$ cat src/rtl/imem_fetch_responder.sv
// -----------------------------------------------------------------------------
// imem_fetch_responder
//
// Purpose
//   Responder side of the F2 instruction-fetch port. For the byte address on
//   iaddr_i it serves a 64-bit instruction pair {inst@W, inst@W+1}, where
//   W = iaddr_i[AW-1:2]. The pair is filled from a 32-bit word memory over a
//   req/ack handshake, two words per fill. stall_o stays high until the pair
//   for the current address is held in the output buffer.
//
// Optional feature (compile-time macro IMEM_PAIR_REUSE_EN)
//   When defined, a miss on word tag+1 reuses the buffered second word as the
//   new first word. Only the missing word is fetched, so the miss costs 2 stall
//   cycles instead of 3. When undefined, every miss fetches both words.
//
// Parameters
//   AW        fetch byte-address width; word addresses are AW-2 bits
//   FILL_MAX  words per fill; only 2 is supported (checked at elaboration)
//
// Ports
//   clock_i      in   1     single clock, rising edge
//   reset_n_i    in   1     asynchronous assert, active-low reset
//   iaddr_i      in   AW    fetch byte address; bits [1:0] are ignored
//   idata_o      out  64    [63:32] = inst@W, [31:0] = inst@W+1
//   stall_o      out  1     high until idata_o is valid for iaddr_i
//   mem_req_o    out  1     word-memory request (registered)
//   mem_addr_o   out  AW-2  word address of the request (registered)
//   mem_rdata_i  in   32    read data, valid while mem_ack_i is high
//   mem_ack_i    in   1     request completion; same-cycle ack allowed
// -----------------------------------------------------------------------------
module imem_fetch_responder #(
    parameter int AW       = 10,
    parameter int FILL_MAX = 2
) (
    input  logic          clock_i,
    input  logic          reset_n_i,
    input  logic [AW-1:0] iaddr_i,
    output logic [63:0]   idata_o,
    output logic          stall_o,
    output logic          mem_req_o,
    output logic [AW-3:0] mem_addr_o,
    input  logic [31:0]   mem_rdata_i,
    input  logic          mem_ack_i
);

    localparam int WAW = AW - 2;

    typedef enum logic [1:0] {
        ST_IDLE   = 2'd0,
        ST_FETCH0 = 2'd1,
        ST_FETCH1 = 2'd2
    } state_t;

    // The pair buffer is organised as two 32-bit halves; anything other than
    // two words per fill would break the {inst@W, inst@W+1} layout.
    generate
        if (FILL_MAX != 2) begin : g_fill_max_check
            $error("imem_fetch_responder supports FILL_MAX == 2 only");
        end
    endgenerate

    // -------------------------------------------------------------------------
    // State registers
    // -------------------------------------------------------------------------
    state_t                       r_state;
    logic                         r_valid;
    logic [WAW-1:0]               r_tag;
    logic [WAW-1:0]               r_fa;
    logic                         r_req;
    logic [WAW-1:0]               r_addr;
    logic [FILL_MAX-1:0][31:0]    r_half;

    state_t                       w_state_next;
    logic                         w_valid_next;
    logic [WAW-1:0]               w_tag_next;
    logic [WAW-1:0]               w_fa_next;
    logic                         w_req_next;
    logic [WAW-1:0]               w_addr_next;
    logic [FILL_MAX-1:0][31:0]    w_half_next;

    // -------------------------------------------------------------------------
    // Address decode and hit detection
    // -------------------------------------------------------------------------
    logic [WAW-1:0] w_word;
    logic           w_hit;
    logic           w_unused_byte_bits;
    logic           w_ack_fill;
    logic           w_fill_second;
    logic           w_reuse_take;

    assign w_word             = iaddr_i[AW-1:2];
    assign w_unused_byte_bits = ^iaddr_i[1:0];
    assign w_hit              = r_valid && (r_tag == w_word);

    // Data is only ever presented for a matching tag while no fill is running.
    assign stall_o    = !(w_hit && (r_state == ST_IDLE));

    // An ack only means something while a request is actually outstanding;
    // stray acks in IDLE (e.g. right after reset) are dropped here.
    assign w_ack_fill    = mem_ack_i && r_req && (r_state != ST_IDLE);
    assign w_fill_second = (r_state == ST_FETCH1);

`ifdef IMEM_PAIR_REUSE_EN
    logic [WAW-1:0] w_tag_inc;
    assign w_tag_inc = r_tag + WAW'(1);
`endif

    // -------------------------------------------------------------------------
    // Next-state logic
    // -------------------------------------------------------------------------
    always_comb begin
        w_state_next = r_state;
        w_valid_next = r_valid;
        w_tag_next   = r_tag;
        w_fa_next    = r_fa;
        w_req_next   = r_req;
        w_addr_next  = r_addr;
        w_reuse_take = 1'b0;

        case (r_state)
            ST_IDLE: begin
                if (!w_hit) begin
                    // The buffer is about to be overwritten, so it must not be
                    // reported valid until the new fill has completed.
                    w_valid_next = 1'b0;
                    w_req_next   = 1'b1;
`ifdef IMEM_PAIR_REUSE_EN
                    if (r_valid && (w_word == w_tag_inc)) begin
                        // Sequential step: the buffered second word is the new
                        // first word, only word tag+2 has to come from memory.
                        w_reuse_take = 1'b1;
                        w_fa_next    = w_tag_inc;
                        w_addr_next  = w_tag_inc + WAW'(1);
                        w_state_next = ST_FETCH1;
                    end else
`endif
                    begin
                        w_fa_next    = w_word;
                        w_addr_next  = w_word;
                        w_state_next = ST_FETCH0;
                    end
                end
            end

            ST_FETCH0: begin
                if (w_ack_fill) begin
                    // Keep the request up and move straight to the next word;
                    // the address wraps naturally at the word-address width.
                    w_addr_next  = r_fa + WAW'(1);
                    w_state_next = ST_FETCH1;
                end
            end

            ST_FETCH1: begin
                if (w_ack_fill) begin
                    w_req_next   = 1'b0;
                    w_tag_next   = r_fa;
                    w_valid_next = 1'b1;
                    w_state_next = ST_IDLE;
                end
            end

            default: begin
                w_req_next   = 1'b0;
                w_valid_next = 1'b0;
                w_state_next = ST_IDLE;
            end
        endcase
    end

    // -------------------------------------------------------------------------
    // Pair buffer update: half 0 holds inst@W, half 1 holds inst@W+1. Each
    // half only changes on its own ack capture (or the reuse copy).
    // -------------------------------------------------------------------------
    genvar gi;
    generate
        for (gi = 0; gi < FILL_MAX; gi++) begin : g_half
            if (gi == 0) begin : g_upper
                assign w_half_next[gi] = w_reuse_take                  ? r_half[FILL_MAX-1] :
                                         (w_ack_fill && !w_fill_second) ? mem_rdata_i        :
                                                                          r_half[gi];
            end else begin : g_lower
                assign w_half_next[gi] = (w_ack_fill && w_fill_second) ? mem_rdata_i :
                                                                         r_half[gi];
            end
        end
    endgenerate

    // -------------------------------------------------------------------------
    // Registers: reset asserts asynchronously so an in-flight request drops
    // in the same cycle reset arrives.
    // -------------------------------------------------------------------------
    always_ff @(posedge clock_i or negedge reset_n_i) begin
        if (!reset_n_i) begin
            r_state <= ST_IDLE;
            r_valid <= 1'b0;
            r_tag   <= '0;
            r_fa    <= '0;
            r_req   <= 1'b0;
            r_addr  <= '0;
            r_half  <= '0;
        end else begin
            r_state <= w_state_next;
            r_valid <= w_valid_next;
            r_tag   <= w_tag_next;
            r_fa    <= w_fa_next;
            r_req   <= w_req_next;
            r_addr  <= w_addr_next;
            r_half  <= w_half_next;
        end
    end

    assign mem_req_o  = r_req;
    assign mem_addr_o = r_addr;
    assign idata_o    = {r_half[0], r_half[FILL_MAX-1]};

endmodule

$ cat config.mk
export PLATFORM = sky130hd
export DESIGN_NAME = imem_fetch_responder
export DESIGN_NICKNAME = d
export VERILOG_FILES = /design/src/rtl/imem_fetch_responder.sv
export SDC_FILE = /design/constraint.sdc
export NUM_CORES = 1
export LEC_CHECK = 0
export CELL_PAD_IN_SITES_DETAIL_PLACEMENT = 1
export CELL_PAD_IN_SITES_GLOBAL_PLACEMENT = 2
export CORE_MARGIN = 1
export CORE_UTILIZATION = 32
export DETAILED_ROUTE_END_ITERATION = 12
export GPL_ROUTABILITY_DRIVEN = 0
export PLACE_DENSITY_LB_ADDON = 0.05
export SLEW_MARGIN = 25
export SYNTH_ARGS = -nofsm -noshare
export SYNTH_HDL_FRONTEND = slang
export SYNTH_SLANG_ARGS = --single-unit
$ cat constraint.sdc
create_clock -name clock_i -period 1.9 [get_ports clock_i]
set_input_delay 0.19 -clock clock_i [delete_from_list [all_inputs] [get_ports clock_i]]
set_output_delay 0.19 -clock clock_i [all_outputs]
set_load 0.02 [all_outputs]
Yosys cells after proc, flatten, opt, wreduce, memory -nomap -nowiden. Index checks and enable logic that the tools add are counted.

Flip-flop bits (word level): 92. Latch bits: 0. Memory bits (writable): 0. Memory bits (read-only): 0. Input port bits: 45. Output and inout bits: 74. Word-level logic and storage cells: 46. Memories kept: 0.

Add/sub/neg operators: 1. Multipliers: 0. Divide/modulo/power cells: 0. Magnitude comparators: 0. Eq/ne operators: 6. Shift operators: 0. Mux-type cells: 13. Bitwise gates (word level): 2. Reductions and logical operators: 16.

Operator list (number): $mux 8 (2); $pmux 8 s2 (1); $reduce_and 3->1 (3); $add 8x1->8 const B (1); $eq 8x8->1 (1); $logic_and 1x1->1 (6); $mux 2 (3); $ne 2x2->1 const B (3); $pmux 1 s3 (2); $pmux 2 s3 (1); $mux 1 (4); $reduce_and 2->1 (2); $reduce_bool 2->1 (2); $eq 2x1->1 const B (1); $eq 2x2->1 const B (1); $logic_not 1->1 (2); $logic_not 2->1 (1); $not 1->1 (2).

Longest topological paths before layout. Gate-level depths: netlist (run 1).

Word-level depth: 4. Gate-level depth with buffers: 6. Gate-level depth less buffers: 6.

Worst setup path before layout (run 1). No wires, ideal clock.

Path kind: register -> register. Start point: register r_tag[1]. End point: register r_fa[0]. Library setup time: 0.125 ns. Arrival: 1.503 ns. Data required time: 1.775 ns. Slack: 0.273 ns. Stages on the path, launching flop included: 6. Period minus slack after synthesis: 1.627 ns. Cells stage by stage: dfrtp_1 -> xor2_1 -> nor3_2 -> nand3_2 -> o21ai_2 -> mux2_2.

Word-level cells in the longest chain between the ends: 4.

RTL lines: start, declared (line 67) `logic [WAW-1:0] r_tag;`; start signal, assigned (line 205) `r_tag <= w_tag_next;`; $eq 8x8->1 (line 93) `assign w_hit = r_valid && (r_tag == w_word);`; $logic_and 1x1->1 (line 93); $not 1->1 (no line); $reduce_and 2->1 (no line); end signal, assigned (line 206) `r_fa <= w_fa_next;`; end, declared (line 68) `logic [WAW-1:0] r_fa;`.

Every way passes these cells. A chain may end at the register's enable or synchronous reset.

Final worst setup path (run 1).
Start point: register r_tag[7]. End point: register r_fa[1].

Same word-level chain as after synthesis.

==> impl_results.md, run 1 <==
* CTS clk-pin slew, worst paths at 0.06 ns
* Initial Util at between 30% and 40%
* Max FO, Critical Path at 6
* Via count at approximately 2500
* Largest net degree at the start of global routing at between 50 and 60
* Avg Cell Area, Syn at 15.8 µm²
* First-pass GRT wire length at ~15000 µm
* Static Leakage at approximately 2.6 nW
* F_max at roughly 550 MHz
* Die Span Y at 113 µm
* Drt first pass iters at 4
* CTS tree: yes
* GR Overflow Total at 0
* H-Tree Level Count at 3
* Slew margin rel. at between 70 and 80%
* Max VDD drop at around 0.00085 V
* DPL Wire Length at 6300 µm
* Share of cells above drive strength 1 at 33.9%
* Synth Instances at 250
* Worst hold path class: input port to async pin
* CTS Buf Count at 9
* Crit Path Category: flip-flop to flip-flop
* Via density at approximately 4.7
* Tot GR Track Use at between 15 and 20%
* Tmin final at ~1.8 ns
* Initial DRC Count at 58
* Cell Area, Synth at approximately 0.0039 mm²
* Ports at roughly 120
* Port Buf Inserts at around 120
* Drt wl/cell at 16.9 µm
* Clk buf depth at 2
* Syn-to-layout area delta at 44.9%
* Final Hold Fails at 0
* Yosys warnings at 0
* Critical Path RT at between 2 and 2.5 ns
* Power per cell area at roughly 1900 mW/mm²
* Tightest Pin Transition at between 0.3 and 0.4 ns
* Row Count at 40
* Period Utilization, post-route at between 90% and 100%
* Post-synth net total at ~300
* Worst EP arrival at 2.03 ns
* Detailed Route WL at between 9000 and 10000 µm
* Fin nets at roughly 430
* Outcome: completed
* Vias in the first global route at roughly 2700
* Worst-Skew Late Latency at 0.34 ns
* ANT nets after route at 0
* Post-synth top area cell: dfrtp_1
* Post-CTS setup buffer count at 0
* Total die area at 0.0128 mm²
* Number of distinct library cells after synthesis at 29
* Type of origin of the critical path: flip-flop
* Diode count at 0
* Synth area leaders: dfrtp_1, mux2_4, mux2_2
* Most common cell after layout, fill and taps aside: clkdlybuf4s50_1
* Die X at ~110 µm
* RSZ-0062 raised after global routing: false
* Max Cap Viol at 0
* CTS root buf: clkbuf_16
* Count of final setup violators at 0
* # DRC at 0
* Sink Count at a little over 90
* Synthesized flop and latch total at 92
* Register area share after synthesis at between 50 and 60%
* Yosys top cell area share at 58.4%
* CP Capture Type: flip-flop
* Total power at ~0.011 W
* Slew Viols, Final at 0
* Clk_skew at 0.00806 ns
* Final setup TNS at 0 ns
* Most frequent cells in the layout: clkdlybuf4s50_1, dfrtp_1, mux2_4
* Core box area at ~0.012 mm²
* Initial antenna violation count at 0
## flip-flops by register name, summed over array words and instances (netlist names)
| register | flops |
|---|---|
| r_fa | 8 |
| mem_req_o | 1 |
| idata_o | 64 |
| r_state | 2 |
| r_tag | 8 |
| mem_addr_o | 8 |
| r_valid | 1 |
## worst paths after layout
kind / from / to / slack [ns] / cells after the start
min in group clock_i: mem_rdata_i[7] / idata_o[7] / 0.49 / 2
setup / recovery: r_tag[7] / r_fa[1] / 0.1 / 7
hold reg to reg: idata_o[52] / idata_o[52] / 0.50 / 1
hold / removal: reset_n_i / idata_o[6] / 0.26 / 2
max in group asynchronous: reset_n_i / mem_addr_o[7] / 1.06 / 3
setup reg to reg: r_tag[7] / r_fa[1] / 0.1 / 7
## cell type report
| cell class | count | area (µm²) |
|---|---|---|
| sequential | 92 | 2300 |
| fill | 1207 | 6300 |
| clock inverter | 3 | 46.3 |
| inverter | 2 | 7.51 |
| timing repair buffer | 137 | 1360 |
| multi-input combinational | 145 | 1560 |
| tap | 147 | 184 |
| clock buffer | 13 | 250 |
## routing by layer
layer,wire length (µm),up-vias,global-route usage (%),share of wire [%]
met5,0,-,0,0
met2,4310,71,24.2,47
met4,111,0,5.00,1.2
li1,-,1149,-,-
met3,464,10,4.98,5.1
met1,4210,1287,20.5,46
## timing repair
item | CTS | global route
hold buffers | 1 | 0
hold endpoints to repair | 15 | 0
resized for setup | 3 | 2
endpoints found under the setup margin | 1 | 4
## cells in the mapped netlist
cell	count
a31oi_1	1
o2111ai_1	1
or3_1	1
o31a_1	1
mux2_4	48
nand3_1	3
and4_1	1
nand3_2	1
mux2_2	42
xnor2_1	6
buf_2	5
and3_1	1
nor3_2	1
nand2_1	12
nor2_1	2
o21ai_0	8
nand4_1	1
dfrtp_1	92
nand3b_1	1
o311a_2	1
o21ai_2	1
buf_6	5
clkbuf_1	1
and2_1	1
ha_1	1
inv_2	1
xor2_1	7
inv_1	1
a21oi_1	3
## report_power, final
| part | total [W] | internal [W] | switching, W |
|---|---|---|---|
| Sequential | 0.00360 | 0.00296 | 0.000642 |
| Combinational | 0.00536 | 0.00309 | 0.00227 |
| Clock | 0.00179 | 0.00106 | 0.000734 |
## metrics by stage
stage	util, %	instance area, µm²	hold WS, ns	worst slack (ns)	std cells
2_1_floorplan	-	3940	-0.106	0.273	250
3_3_place_gp	45.0	5410	0.0727	-0.221	522
3_5_place_dp	45.0	5410	0.0724	-0.237	522
4_1_cts	47.6	5710	0.244	0.0116	539
5_1_grt	47.6	5710	0.257	0.00676	539
6_report	47.6	5710	0.257	0.0952	539
## critical path: stages, from the launching register on
cell and delay (ns):
dfrtp_1 0.40, xor2_1 0.16, nor3_2 0.18, nand3_2 0.14
buf_4 0.16, o21ai_2 0.14, buf_4 0.18, mux2_2 0.33
## logic make-up after synthesis
group / Yosys count / share of synthesized area, %
AND/OR/NAND/NOR: 25 / 3.27
flip-flops: 92 / 58.4
buffers and inverters: 13 / 2.35
XOR/XNOR: 13 / 2.89
AO/OA/AOI/OAI: 16 / 2.51
multiplexers: 90 / 30.3
adder cells (fa/ha/maj): 1 / 0.317
(Power assumes the default switching activity.)
==> run 2, diff against run 1 <==
Settings changed: GPL_TIMING_DRIVEN set to 0.
==> impl_results.md, run 2 (synthesis results as in run 1) <==
* Filler instances at 1208 (+0.083%)
* Final setup TNS at 0 ns (unchanged)
* Switching Share at 34.1% (+0.23 points)
* Type of origin of the critical path: flip-flop
* ANT nets after route at 0 (unchanged)
* Initial Util at 32.8% (unchanged)
* Gate power share at 49.2% (-0.7 points)
* Via density at 4.62 (-1.1%)
* Max FFs per register at 64 (unchanged)
* Max Cap Viol at 0 (unchanged)
* RSZ-0062 raised after global routing: true
* Initial DRC Count at 55 (-5.2%)
* Tmin final at 1.80 ns (-0.000208 ns)
* Period Utilization, post-route at 95.0% (about the same)
* Slew Viols, Final at 0 (unchanged)
* Diode count at 0 (unchanged)
* First-pass GRT wire length at 14900 µm (-0.65%)
* # DRC at 0 (unchanged)
* Critical-path cell list: xnor2_1 -> o2111ai_2 -> o31a_1 -> buf_6 -> mux2_4
* M2 GR Usage at 23.8% (-0.45 points)
* Total die area at 0.0128 mm² (unchanged)
* Vias in the first global route at 2646 (-2.2%)
* Critical path's slowest cell: dfrtp_1
* Final std cells w/o fill at 531 (-1.5%)
* Largest net degree at the start of global routing at 68 (+24%)
* Detailed Route WL at 8970 µm (-1.5%)
* Drt first pass iters at 4 (unchanged)
* Final Hold Fails at 0 (unchanged)
* Row Count at 40 (unchanged)
* Core box area at 0.0120 mm² (unchanged)
* Share of cells above drive strength 1 at 32.0% (-1.9 points)
* DPL Wire Length at 6090 µm (-3.4%)
* Static Leakage at 2.51 nW (-1.9%)
* Part of the power in registers at 33.8% (+0.3 points)
* Outcome: completed
* CTS root buf: clkbuf_16
* H-Tree Level Count at 3 (unchanged)
* Tot GR Track Use at 15.6% (+0.048 points)
* Worst-Skew Late Latency at 0.34 ns (about the same)
* Most frequent cells in the layout: clkdlybuf4s50_1, dfrtp_1, mux2_4
* Sink Count at 92 (unchanged)
* Cells after DPL at 514 (-1.5%)
* Sw power at 0.00362 W (-0.69%)
* Fin util at 46.9% (-0.70 points)
* Total power at 0.0106 W (-1.4%)
* Power per cell area at 1880 mW/mm² (about the same)
* P_int at 0.00699 W (-1.7%)
* F_max at 554 MHz (about the same)
* Clk buf depth at 2 (unchanged)
* Drt wl/cell at 16.9 µm (about the same)
* Clock group share of total power at 17.0% (+0.3 points)
* Clk_skew at 0.00710 ns (-0.000960 ns)
* Tightest Pin Transition at 0.428 ns (+0.0675 ns)
* CTS tree: yes
* Multi-input gate area at 0.00156 mm² (about the same)
* CTS clk-pin slew, worst paths at 0.07 ns (about the same)
* Worst hold margin at 0.281 ns (+0.0236 ns)
* Initial antenna violation count at 0 (unchanged)
* CP Capture Type: flip-flop
* Critical Path RT at 2.12 ns (about the same)
* Busiest layer in global routing: met2
* Met1 Track Usage GR at 20.4% (-0.17 points)
* R2R cell count at 5 (-2)
* Port Buf Inserts at 116 (unchanged)
* Fin nets at 425 (-1.8%)
* Die Span Y at 113 µm (unchanged)
* Max FO, Critical Path at 8 (+2)
* Crit Path Category: flip-flop to flip-flop
* Via count at 2453 (-2.5%)
* Most common cell after layout, fill and taps aside: clkdlybuf4s50_1
* Slew margin rel. at 71.5% (-4.4 points)
* Worst EP arrival at 2.03 ns (about the same)
* Met3 Use GR at 6.05% (+1.1 points)
* Ports at 119 (unchanged)
* Worst hold path class: input port to async pin
* Count of final setup violators at 0 (unchanged)
* Die X at 113 µm (unchanged)
* CTS Buf Count at 9 (unchanged)
* GR Overflow Total at 0 (unchanged)
* Max VDD drop at 0.000806 V (-4.9%)
* Slowest stage delay, CP at 0.39 ns (about the same)
* Syn-to-layout area delta at 42.8%
* FF+latch area at 0.00230 mm² (unchanged)
[run 2: what timing repair did]
action / CTS / global route
pin swaps: 2 / 0
gates resized for setup: 5 / 1
hold buffers: 1 / 0
hold endpoints to repair: 25 / 0
setup endpoints to repair: 9 / 8
setup buffers: 0 / 0
[run 2: power by group through the flow]
stage                     Sequential (W)  Clock, W  Combinational (W)
after floorplan                  0.00449         0            0.00216
after global placement           0.00357         0            0.00521
after detailed placement         0.00361         0            0.00526
after CTS                        0.00359   0.00188            0.00529
after global routing             0.00373   0.00195            0.00557
final                            0.00358   0.00181            0.00522
[run 2: per-stage QoR]
step | worst slack (ns) | instance area [µm²]
floorplan | 0.273 | 3940
global placement | -3.06 | 5290
detailed placement | -0.426 | 5320
CTS | -0.0850 | 5620
global route | -0.0000769 | 5630
finish | 0.0954 | 5630
[run 2: critical path: cells and delay by family, from the launching register on]
kind | cells | cell delay [ns]
multiplexers | 1 | 0.30
flip-flops | 1 | 0.39
buffers and inverters | 1 | 0.16
AO/OA/AOI/OAI | 2 | 0.59
XOR/XNOR | 1 | 0.23
[run 2: final timing paths]
| check | start | end | slack [ns] |
|---|---|---|---|
| max in group asynchronous | reset_n_i | mem_addr_o[7] | 0.98 |
| setup / recovery | r_tag[4] | mem_addr_o[6] | 0.1 |
| hold reg to reg | idata_o[52] | idata_o[52] | 0.51 |
| min in group clock_i | mem_rdata_i[24] | idata_o[24] | 0.48 |
| hold / removal | reset_n_i | idata_o[4] | 0.28 |
| setup reg to reg | r_tag[4] | mem_addr_o[6] | 0.1 |
[run 2: final cells by class]
| type | instances | share of cell area, % |
|---|---|---|
| Buffer | 11 | 1.51 |
| Clock buffer | 12 | 4.38 |
| Clock inverter | 4 | 0.867 |
| Inverter | 2 | 0.133 |
| Multi-Input combinational cell | 145 | 27.7 |
| Sequential cell | 92 | 40.9 |
| Tap cell | 147 | 3.27 |
| Timing Repair Buffer | 118 | 21.2 |
[run 2: layer usage]
layer / vias to the layer above / part of all wire (%)
met2: 71 / 46
met4: 0 / 1.2
met5: - / 0
met1: 1238 / 47
met3: 10 / 5.9
li1: 1134 / -
==> run 3, diff against run 2 <==
Settings changed: REMOVE_ABC_BUFFERS set to 1, SLEW_MARGIN 25 to 20.
==> impl_results.md, run 3 (synthesis results as in run 1) <==
* Cells after DPL at 505 (-1.8%)
* Core box area at 0.0120 mm² (unchanged)
* Part of the power in registers at 33.8% (about the same)
* CTS clk-pin slew, worst paths at 0.06 ns (about the same)
* Worst hold path class: input port to async pin
* Max Cap Viol at 0 (unchanged)
* Worst EP arrival at 1.60 ns (-0.43 ns)
* Slew Viols, Final at 0 (unchanged)
* Gate power share at 48.4% (-0.8 points)
* Port Buf Inserts at 116 (unchanged)
* Power per cell area at 1900 mW/mm² (+0.90%)
* RSZ-0062 raised after global routing: false
* Sw power at 0.00362 W (about the same)
* Final Hold Fails at 0 (unchanged)
* Critical Path RT at 1.71 ns (-0.41 ns)
* Total die area at 0.0128 mm² (unchanged)
* Setup Slack @ Placement at -0.427 ns (-0.000182 ns)
* Via count at 2440 (-0.53%)
* Syn-to-layout area delta at 43.3%
* ANT nets after route at 0 (unchanged)
* Switching Share at 33.7% (-0.42 points)
* Drt wl/cell at 16.8 µm (-0.40%)
* Clk buf depth at 2 (unchanged)
* Share of cells above drive strength 1 at 32.0% (about the same)
* Reg2Reg Setup Slack at 0.12 ns (+0.02 ns)
* CTS root buf: clkbuf_16
* Ports at 119 (unchanged)
* Tot GR Track Use at 15.0% (-0.54 points)
* CP Capture Type: output port
* Type of origin of the critical path: flip-flop
* Initial antenna violation count at 0 (unchanged)
* Post-CTS setup buffer count at 0 (unchanged)
* F_max at 560 MHz (+1.0%)
* Max FFs per register at 64 (unchanged)
* Worst R2R End: idata_o[31]
* Row Count at 40 (unchanged)
* Clk_skew at 0.00577 ns (-0.00132 ns)
* DPL Wire Length at 5950 µm (-2.3%)
* Static Leakage at 2.53 nW (+0.44%)
* Placed Instance Area at 0.00529 mm² (-0.52%)
* Final std cells w/o fill at 522 (-1.7%)
* P_int at 0.00712 W (+1.9%)
* Die X at 113 µm (unchanged)
* Critical path startpoint: r_tag[6]
* CTS Buf Count at 9 (unchanged)
* Count of final setup violators at 0 (unchanged)
* Period Utilization, post-route at 94.0% (-0.98 points)
* Clock group share of total power at 17.8% (+0.8 points)
* Design Area, Final at 0.00565 mm² (+0.33%)
* Drt first pass iters at 4 (unchanged)
* Via density at 4.67 (+1.2%)
* Filler instances at 1220 (+0.99%)
* Largest net degree at the start of global routing at 51 (-25%)
* Initial DRC Count at 55 (unchanged)
* Crit Path Category: flip-flop to output port
* Vias in the first global route at 2697 (+1.9%)
* Crit path capture: stall_o
* R2R Path Start: r_state[0]
* Die Span Y at 113 µm (unchanged)
* Most frequent cells in the layout: clkdlybuf4s50_1, dfrtp_1, mux2_4
* Total power at 0.0107 W (+1.2%)
* Final setup margin at 0.114 ns (+0.0186 ns)
* GR Overflow Total at 0 (unchanged)
* Initial Util at 32.8% (unchanged)
* H-Tree Level Count at 3 (unchanged)
* Slew margin rel. at 69.7% (-1.7 points)
* Tightest Pin Transition at 0.453 ns (+0.0249 ns)
* Detailed Route WL at 8780 µm (-2.1%)
* First-pass GRT wire length at 14500 µm (-3.1%)
* Most common cell after layout, fill and taps aside: clkdlybuf4s50_1
* Max FO, Critical Path at 4 (-4)
* CTS tree: yes
* R2R cell count at 3 (-2)
* Tmin final at 1.79 ns (-0.0186 ns)
* Fin util at 47.0% (+0.16 points)
* Fin nets at 416 (-2.1%)
* Sink Count at 92 (unchanged)
* # DRC at 0 (unchanged)
* Diode count at 0 (unchanged)
* Worst-Skew Late Latency at 0.34 ns (about the same)
* Outcome: completed
* Max VDD drop at 0.000620 V (-23%)
## run 3: worst min-delay path by stage
stage                     start             to  slack [ns]
global route          reset_n_i  mem_addr_o[0]        0.39
detailed placement    reset_n_i  mem_addr_o[0]        0.15
finish                reset_n_i  mem_addr_o[0]        0.35
floorplan             reset_n_i     idata_o[0]       -0.11
global placement    idata_o[33]    idata_o[33]        0.49
CTS                   reset_n_i  mem_addr_o[0]        0.35
## run 3: repair_timing
action | CTS | global route
hold buffers | 1 | 0
gates resized for setup | 8 | 2
setup endpoints to repair | 17 | 25
hold endpoints to repair | 42 | 0
pin swaps | 2 | 0
## run 3: cell type report
type	count	area [µm²]	area share (%)
Sequential cell	92	2300	40.8
Timing Repair Buffer	120	1240	22.0
Tap cell	147	184	3.26
Inverter	2	7.51	0.133
Clock buffer	11	243	4.30
Multi-Input combinational cell	145	1600	28.2
Clock inverter	5	75.1	1.33
## run 3: metal layers
layer / vias up / track usage [%] / share of wire, %
met5: - / 0 / 0
met3: 10 / 5.73 / 7.5
met4: 0 / 7.37 / 2.0
met2: 63 / 22.6 / 46
met1: 1247 / 19.0 / 44
li1: 1120 / - / -
## run 3: worst max-delay path, cell delays in order, from the launching register on
cell	delay, ns
dfrtp_1	0.39
xor2_1	0.15
nor3_2	0.21
nand3_2	0.16
nor2_1	0.13
nand2_1	0.05
buf_2	0.16
## run 3: power groups by stage
| stage | Sequential [W] | Combinational, W | Clock [W] |
|---|---|---|---|
| final | 0.00363 | 0.00519 | 0.00191 |
| after global routing | 0.00377 | 0.00553 | 0.00205 |
| after CTS | 0.00363 | 0.00527 | 0.00199 |
| after detailed placement | 0.00363 | 0.00522 | 0 |
| after global placement | 0.00360 | 0.00518 | 0 |
| after floorplan | 0.00451 | 0.00209 | 0 |
## run 3: per-stage QoR
stage	hold slack, ns	TNS (ns)
global route	0.393	0
global placement	0.489	-384.93
floorplan	-0.106	-26.21
CTS	0.351	0
finish	0.346	0
detailed placement	0.150	-14.40
